## config.mk

```make
export PLATFORM = sky130hd
export DESIGN_NAME = mux_rr_reg
export DESIGN_NICKNAME = d
export VERILOG_FILES = /design/src/rtl/mux_rr_reg.sv
export SDC_FILE = /design/constraint.sdc
export NUM_CORES = 1
export LEC_CHECK = 0
export ABC_AREA = 1
export CAP_MARGIN = 20
export CORE_UTILIZATION = 34
export DETAILED_ROUTE_END_ITERATION = 10
export MAX_ROUTING_LAYER = met4
export PLACE_DENSITY = 0.82
export REMOVE_ABC_BUFFERS = 1
export SYNTH_ARGS = -nofsm -noshare
export SYNTH_HDL_FRONTEND = slang
export SYNTH_SLANG_ARGS = --single-unit
```

## constraint.sdc

```tcl
create_clock -name clk -period 1.3 [get_ports clk]
set_input_delay 0.13 -clock clk [delete_from_list [all_inputs] [get_ports clk]]
set_output_delay 0.13 -clock clk [all_outputs]
set_load 0.1 [all_outputs]
```

## src/rtl/mux_rr_reg.sv

```systemverilog
// Registered N-channel mux with fixed-select or round-robin arbitration.
// Output side uses a valid/ready handshake; grants are one-hot, combinational.
//
// Ports:
//   clk, rst_n        clock (rising edge), async active-low reset
//   enable            allow a new capture this cycle
//   mode              0 = fixed select, 1 = round-robin
//   select            channel index used in fixed mode
//   req               per-channel request
//   data              packed channel data, channel i at [i*WIDTH +: WIDTH]
//   gnt               one-hot grant, channel captured at this edge
//   out_valid         output register holds a word
//   out_ready         downstream accepts the word
//   out_data          captured word, zero when out_valid = 0
//   out_chan          channel that supplied out_data

module mux_rr_reg #(
    parameter int WIDTH    = 4,
    parameter int CHANNELS = 4,
    parameter int SEL_W    = 2
) (
    input  logic                      clk,
    input  logic                      rst_n,
    input  logic                      enable,
    input  logic                      mode,
    input  logic [SEL_W-1:0]          select,
    input  logic [CHANNELS-1:0]       req,
    input  logic [CHANNELS*WIDTH-1:0] data,
    output logic [CHANNELS-1:0]       gnt,
    output logic                      out_valid,
    input  logic                      out_ready,
    output logic [WIDTH-1:0]          out_data,
    output logic [SEL_W-1:0]          out_chan
);

    localparam logic [CHANNELS-1:0] ONE = {{(CHANNELS-1){1'b0}}, 1'b1};

    logic                valid_q, valid_d;
    logic [WIDTH-1:0]    data_q,  data_d;
    logic [SEL_W-1:0]    chan_q,  chan_d;
    logic [SEL_W-1:0]    ptr_q,   ptr_d;

    logic                load;
    logic [CHANNELS-1:0] sel_oh;
    logic [CHANNELS-1:0] ptr_mask;
    logic [CHANNELS-1:0] fix_gnt;
    logic [CHANNELS-1:0] req_hi;
    logic [CHANNELS-1:0] pick_hi;
    logic [CHANNELS-1:0] pick_all;
    logic [CHANNELS-1:0] rr_gnt;
    logic [CHANNELS-1:0] gnt_w;

    logic [WIDTH-1:0]    term  [CHANNELS];
    logic [SEL_W-1:0]    cterm [CHANNELS];
    logic [SEL_W-1:0]    nterm [CHANNELS];

    logic [WIDTH-1:0]    mux_data;
    logic [SEL_W-1:0]    mux_chan;
    logic [SEL_W-1:0]    mux_ptr;

    // A capture slot exists when the output register is empty or draining.
    assign load = enable && (!valid_q || out_ready);

    // Per-channel constant decodes. An out-of-range select matches no bit,
    // and ptr_mask marks channels at or above the rotation pointer.
    genvar i;
    generate
        for (i = 0; i < CHANNELS; i++) begin : g_chan
            assign sel_oh[i]   = (select == SEL_W'(i));
            assign ptr_mask[i] = (SEL_W'(i) >= ptr_q);

            assign term[i]  = {WIDTH{gnt_w[i]}} & data[i*WIDTH +: WIDTH];
            assign cterm[i] = {SEL_W{gnt_w[i]}} & SEL_W'(i);

            if (i == CHANNELS - 1) begin : g_wrap
                assign nterm[i] = '0;
            end else begin : g_next
                assign nterm[i] = {SEL_W{gnt_w[i]}} & SEL_W'(i + 1);
            end
        end
    endgenerate

    assign fix_gnt = sel_oh & req;

    // Round-robin: lowest requester at or above ptr, else lowest overall.
    // x & (~x + 1) isolates the lowest set bit.
    assign req_hi   = req & ptr_mask;
    assign pick_hi  = req_hi & (~req_hi + ONE);
    assign pick_all = req & (~req + ONE);
    assign rr_gnt   = (|req_hi) ? pick_hi : pick_all;

    assign gnt_w = (rst_n && load) ? (mode ? rr_gnt : fix_gnt) : '0;
    assign gnt   = gnt_w;

    // AND-OR reduction across the one-hot grant.
    always_comb begin
        mux_data = '0;
        mux_chan = '0;
        mux_ptr  = '0;
        for (int k = 0; k < CHANNELS; k++) begin
            mux_data = mux_data | term[k];
            mux_chan = mux_chan | cterm[k];
            mux_ptr  = mux_ptr  | nterm[k];
        end
    end

    always_comb begin
        valid_d = valid_q;
        data_d  = data_q;
        chan_d  = chan_q;
        ptr_d   = ptr_q;
        if (|gnt_w) begin
            valid_d = 1'b1;
            data_d  = mux_data;
            chan_d  = mux_chan;
            ptr_d   = mux_ptr;
        end else if (!valid_q || out_ready) begin
            // Empty slot with nothing to capture, or a drain
            // while capture is disabled.
            valid_d = 1'b0;
            data_d  = '0;
        end
    end

    always_ff @(posedge clk or negedge rst_n) begin
        if (!rst_n) begin
            valid_q <= 1'b0;
            data_q  <= '0;
            chan_q  <= '0;
            ptr_q   <= '0;
        end else begin
            valid_q <= valid_d;
            data_q  <= data_d;
            chan_q  <= chan_d;
            ptr_q   <= ptr_d;
        end
    end

    assign out_valid = valid_q;
    assign out_data  = data_q;
    assign out_chan  = chan_q;

endmodule

```

**Yosys cells after proc, flatten, opt, wreduce, memory -nomap -nowiden**

Index checks and enable logic that the tools add are counted.
Widths: inputs -> output; s select.

- $add $sub $neg: 2
- Order comparisons: 4
- Equal/unequal tests: 3
- Mux-type cells: 7
- Bitwise gates (word level): 17
- Reductions and logical operators: 8

Operator list:

| kind | number |
|---|---|
| $and 4x4->4 | 8 |
| $mux 4 | 5 |
| $or 4x4->4 | 3 |
| $add 4x1->4 const B | 2 |
| $not 4->4 | 2 |
| $reduce_or 4->1 | 2 |
| $eq 2x2->1 const B | 2 |
| $ge 1x2->1 const A | 2 |
| $ge 2x2->1 const A | 2 |
| $or 1x2->2 | 2 |
| $or 2x2->2 | 2 |
| $eq 2x1->1 const B | 1 |
| $logic_and 1x1->1 | 2 |
| $logic_not 2->1 | 1 |
| $mux 1 | 2 |
| $reduce_bool 2->1 | 1 |
| $logic_not 1->1 | 1 |
| $logic_or 1x1->1 | 1 |

- Register bits after elaboration: 9
- Input bits: 27
- Output and inout port bits: 11
- Logic and storage cells: 45

**Depth between registers and ports, before layout**

- Depth after elaboration: 13
- Mapped depth: 11
- Gate-level depth less buffers: 11

**Worst setup path before layout**

OpenSTA, ideal clock, no wires.

- Path type: register to register
- Start: register valid_q, in the netlist out_valid
- End: register chan_q[1], in the netlist out_chan[1]
- Library setup time: 0.123 ns
- Data arrival time: 2.184 ns
- Data required time: 1.177 ns
- Path slack: -1.007 ns
- Cell stages (with the launch flop): 8
- Path buffers: 0
- Period minus slack after synthesis: 2.307 ns
- Cell sequence: dfrtp_1 nand2_1 nand2_1 inv_1 nand3_1 inv_1 nor2_1 nand2_1

- Word-level cells in the longest chain between the ends: 7
- Elaborated cells between the ends (all ways): 8
- Classes of those cells: 1 x mux; 2 x bitwise; 5 x reduce/logical

RTL lines:

| item | RTL line | text |
|---|---|---|
| start, declared | 38 | `logic valid_q, valid_d;` |
| start signal, assigned | 132 | `valid_q <= valid_d;` |
| $logic_not 1->1 * | 62 | `assign load = enable && (!valid_q \|\| out_ready);` |
| $logic_or 1x1->1 * | 62 |  |
| $logic_and 1x1->1 * | 62 |  |
| $logic_and 1x1->1 * | 92 | `assign gnt_w = (rst_n && load) ? (mode ? rr_gnt : fix_gnt) : '0;` |
| $mux 4 * | 92 |  |
| net gnt[2] | 29 | `output logic [CHANNELS-1:0] gnt,` |
| $or 1x2->2 | 102 | `mux_chan = mux_chan \| cterm[k];` |
| $or 2x2->2 | 102 |  |
| end signal, assigned | 134 | `chan_q <= chan_d;` |
| end, declared | 40 | `logic [SEL_W-1:0] chan_q, chan_d;` |

Mark *: on every way through the listed nets, which the timed path passes. The rest lies on a longest branch.
A chain may end at the register's enable or synchronous reset.

**Worst setup path after layout**

- Start: register ptr_q[0]
- End: output port gnt[1]

- Word-level cells in the longest chain between the ends: 8
- Elaborated cells between the ends (all ways): 12
- Classes of those cells: 1 x add/sub; 4 x order compare; 3 x mux; 3 x bitwise; 1 x reduce/logical

RTL lines:

| item | RTL line | text |
|---|---|---|
| start, declared | 41 | `logic [SEL_W-1:0] ptr_q, ptr_d;` |
| start signal, assigned | 135 | `ptr_q <= ptr_d;` |
| $ge 1x2->1 | 70 | `assign ptr_mask[i] = (SEL_W'(i) >= ptr_q);` |
| $and 4x4->4 * | 87 | `assign req_hi = req & ptr_mask;` |
| $not 4->4 | 88 | `assign pick_hi = req_hi & (~req_hi + ONE);` |
| $add 4x1->4 | 88 |  |
| $and 4x4->4 | 88 |  |
| $mux 4 * | 90 | `assign rr_gnt = (\|req_hi) ? pick_hi : pick_all;` |
| $mux 4 * (2 in series) | 92 |  |
| end, declared | 29 |  |

Mark *: on every way between the ends. The rest lies on a longest branch, timed or not.

==> reports/qor.yml <==
floorplanning:
  pin_count: 38
  die_area_sq_um: 2260
  coreArea_sq_um: 1960
  die_h_um: 47.6
  die_x_um: 47.6
  rows: 16
  start_util: 0.360
global_route:
  grt_max_degree: 10
  track_usage: 0.376
  grt-ovfl-total: 0
  met1_usage: 0.379
  grt_pass1_wl_um: 5360
  grt_use_met3: 0.121
  antenna_found_initial: 0
  grt_pass1_vias: 1077
  gr-usage-met2: 0.655
  top_usage_layer: "met2"
synthesis:
  syn_inst: 114
  synth.ff_latch_count: 9
  netlist_area_sq_um: 706
  ys_top_cells_by_area: "dfrtp_1, nand2_1, nand3_1"
  synth_area_leader_cell: "dfrtp_1"
  yosys.area.top_type_share: 0.319
  synth.distinct_cells: 16
  avgSynthCellArea_sq_um: 6.19
  yosysWarnings: 0
  yosysSeqAreaShare: 0.319
routing:
  wl_um: 3630
  vias_per_cell: 5.53
  dr_total_vias: 1123
  wl_per_cell_um: 17.9
  drtPass1Iterations: 4
  drc: 0
  drtAntennaViolNets: 0
  drt_iter0_drc: 43
timing:
  setup_violations: 13
  finalCritPeriodShare: 1.28
  slew_viol_final: 0
  hold_viol_final: 0
  fmax_mhz: 601
  finalWorstSetupSlack_ps: -363
  relSlewSlack: 0.773
  layout_min_cycle_time_ps: 1660
  rsz0062_at_grt: "true"
  hold_ws_ps: 194
  clock_skew_ps: 2.08
  worstMarginPinSlew_ps: 337
worst_setup_path:
  worst_path_max_delay_cell: "dfrtp_2"
  critPathKind: "register to primary output"
  critPathBufInv: 2
  path_common_cell: "nand2_2"
  path_depth: 7
  path_delay_family: "simple AND/OR/NAND/NOR gates"
  critPathArrivalTime_ps: 1530
  cp.required_ps: 1170
  crit_path_end_kind: "primary output"
  crit_path_cell_trace: "nor2_4 -> nand2_2 -> a21oi_2 -> nand2_2 -> nand2_2 -> inv_2 -> buf_12"
  crit_fanout: 4
  reg2regPathDepth: 11
  start_kind: "register"
  cp_slowest_stage_delay_ps: 440
clock_network:
  cts.sinks: 9
  path_clk_slew_ps: 60
  ctsHtreeMaxLevel: 1
  cts_tree: "yes"
  clock_path_buffers: 2
  cts-root-buf: "clkbuf_4"
  cts_buffers: 3
  insertion_delay_ps: 270
place:
  dp_slack_ps: -356
  io_buffers: 37
  hpwl_um: 2260
  place.gp.congestion: 0.820
  dpl.cell_count: 190
power:
  power_mw: 1.90
  ir_worst_vdd_mv: 1.38
  leakage_nw: 0.744
  power_density_nw_per_um2: 1270
cells_and_area:
  fill_cells: 115
  fin_cells: 203
  regArea_sq_um: 228
  area.growth.synth_to_final_pct: 112
  multiInputGateArea_sq_um: 478
  fin_nets: 204
  diodes: 0
  drive_above_1_share: 0.398
flow_run:
  maxCapViolations: 0
run_status:
  status: "finished with violations"
  violations: "setup timing"
hold_path:
  min_path_type: "input port to async pin"
final cells by class:
class / instances / area share
well taps: 27 / 0.0225
flip-flops and latches: 9 / 0.152
inverters: 20 / 0.0518
repair buffers: 58 / 0.437
clock buffers: 4 / 0.0175
multi-input cells: 85 / 0.319
registers in the layout, indices dropped and copies added (netlist names):
| register | count |
|---|---|
| out_data | 4 |
| out_chan | 2 |
| ptr_q | 2 |
| out_valid | 1 |
path summary, 6_finish.rpt:
| path | start | to | slack (ps) |
|---|---|---|---|
| min reg2reg | out_chan[0] | out_chan[0] | 550 |
| min in group clk | data[7] | out_data[3] | 490 |
| min | rst_n | out_valid | 190 |
| max | ptr_q[0] | gnt[1] | -360 |
| max in group asynchronous | rst_n | ptr_q[0] | 960 |
| max reg2reg | ptr_q[0] | out_data[0] | -260 |
worst register-to-register path: stages (launching register included):
cell and delay (ps):
dfrtp_2 440, nor2_4 180, nand2_2 100, nand3_2 80, nand2_1 60, nand2_2 70
inv_4 60, buf_12 120, nand2_1 50, nand2_1 50, inv_1 70, nand4_1 120
routing by layer:
metal / routed length, um / vias up
met2: 1900 / 74
met3: 295 / 25
met5: 0 / -
met4: 197 / 0
met1: 1230 / 535
li1: - / 489
kinds of logic after synthesis:
logic type / count (synthesis) / share of synthesized area
flops: 9 / 0.319
simple gates: 77 / 0.488
compound gates: 8 / 0.0869
buf+inv: 20 / 0.106
cell usage after synthesis:
library cell / n
inv_1: 16
nor2_4: 1
nor2_1: 8
clkinv_1: 1
a21oi_4: 1
dfrtp_1: 9
a21oi_2: 2
a21oi_1: 3
nor2_2: 1
nand2_2: 3
o31ai_1: 1
nand4_1: 4
nand3_1: 22
nand2_1: 38
inv_2: 3
o21ai_1: 1
per-stage QoR:
step	utilization	TNS [ps]	cell area (sq um)
after floorplan	-	-9440	706
after global placement	0.668	-2740	1310
after detailed placement	0.668	-3410	1310
after CTS	0.735	-2490	1440
after global routing	0.764	-4990	1500
final	0.764	-3240	1500
timing repair:
action                     in CTS  in global routing
hold buffers                    0                  0
cloned                          0                  0
setup endpoints to repair      13                 13
buffers inserted                7                  2
pin swaps                      11                  6
gates resized for setup        18                 13
report_power, final:
| part | leakage [nW] | switching, mW | internal [mW] |
|---|---|---|---|
| clock | 0.0150 | 0.0984 | 0.118 |
| sequential | 0.112 | 0.102 | 0.353 |
| combinational | 0.617 | 0.746 | 0.482 |
cell usage in the layout, fill, tap and decap left out, drive strengths merged:
cell           instances
a21oi                  6
buf                   32
clkbuf                 4
clkdlybuf4s50         24
dfrtp                  9
dlygate4sd2            2
inv                   20
nand2                 41
nand3                 22
nand4                  4
nor2                  10
o21ai                  1
o31ai                  1
Power figures use the tool's default switching activity.
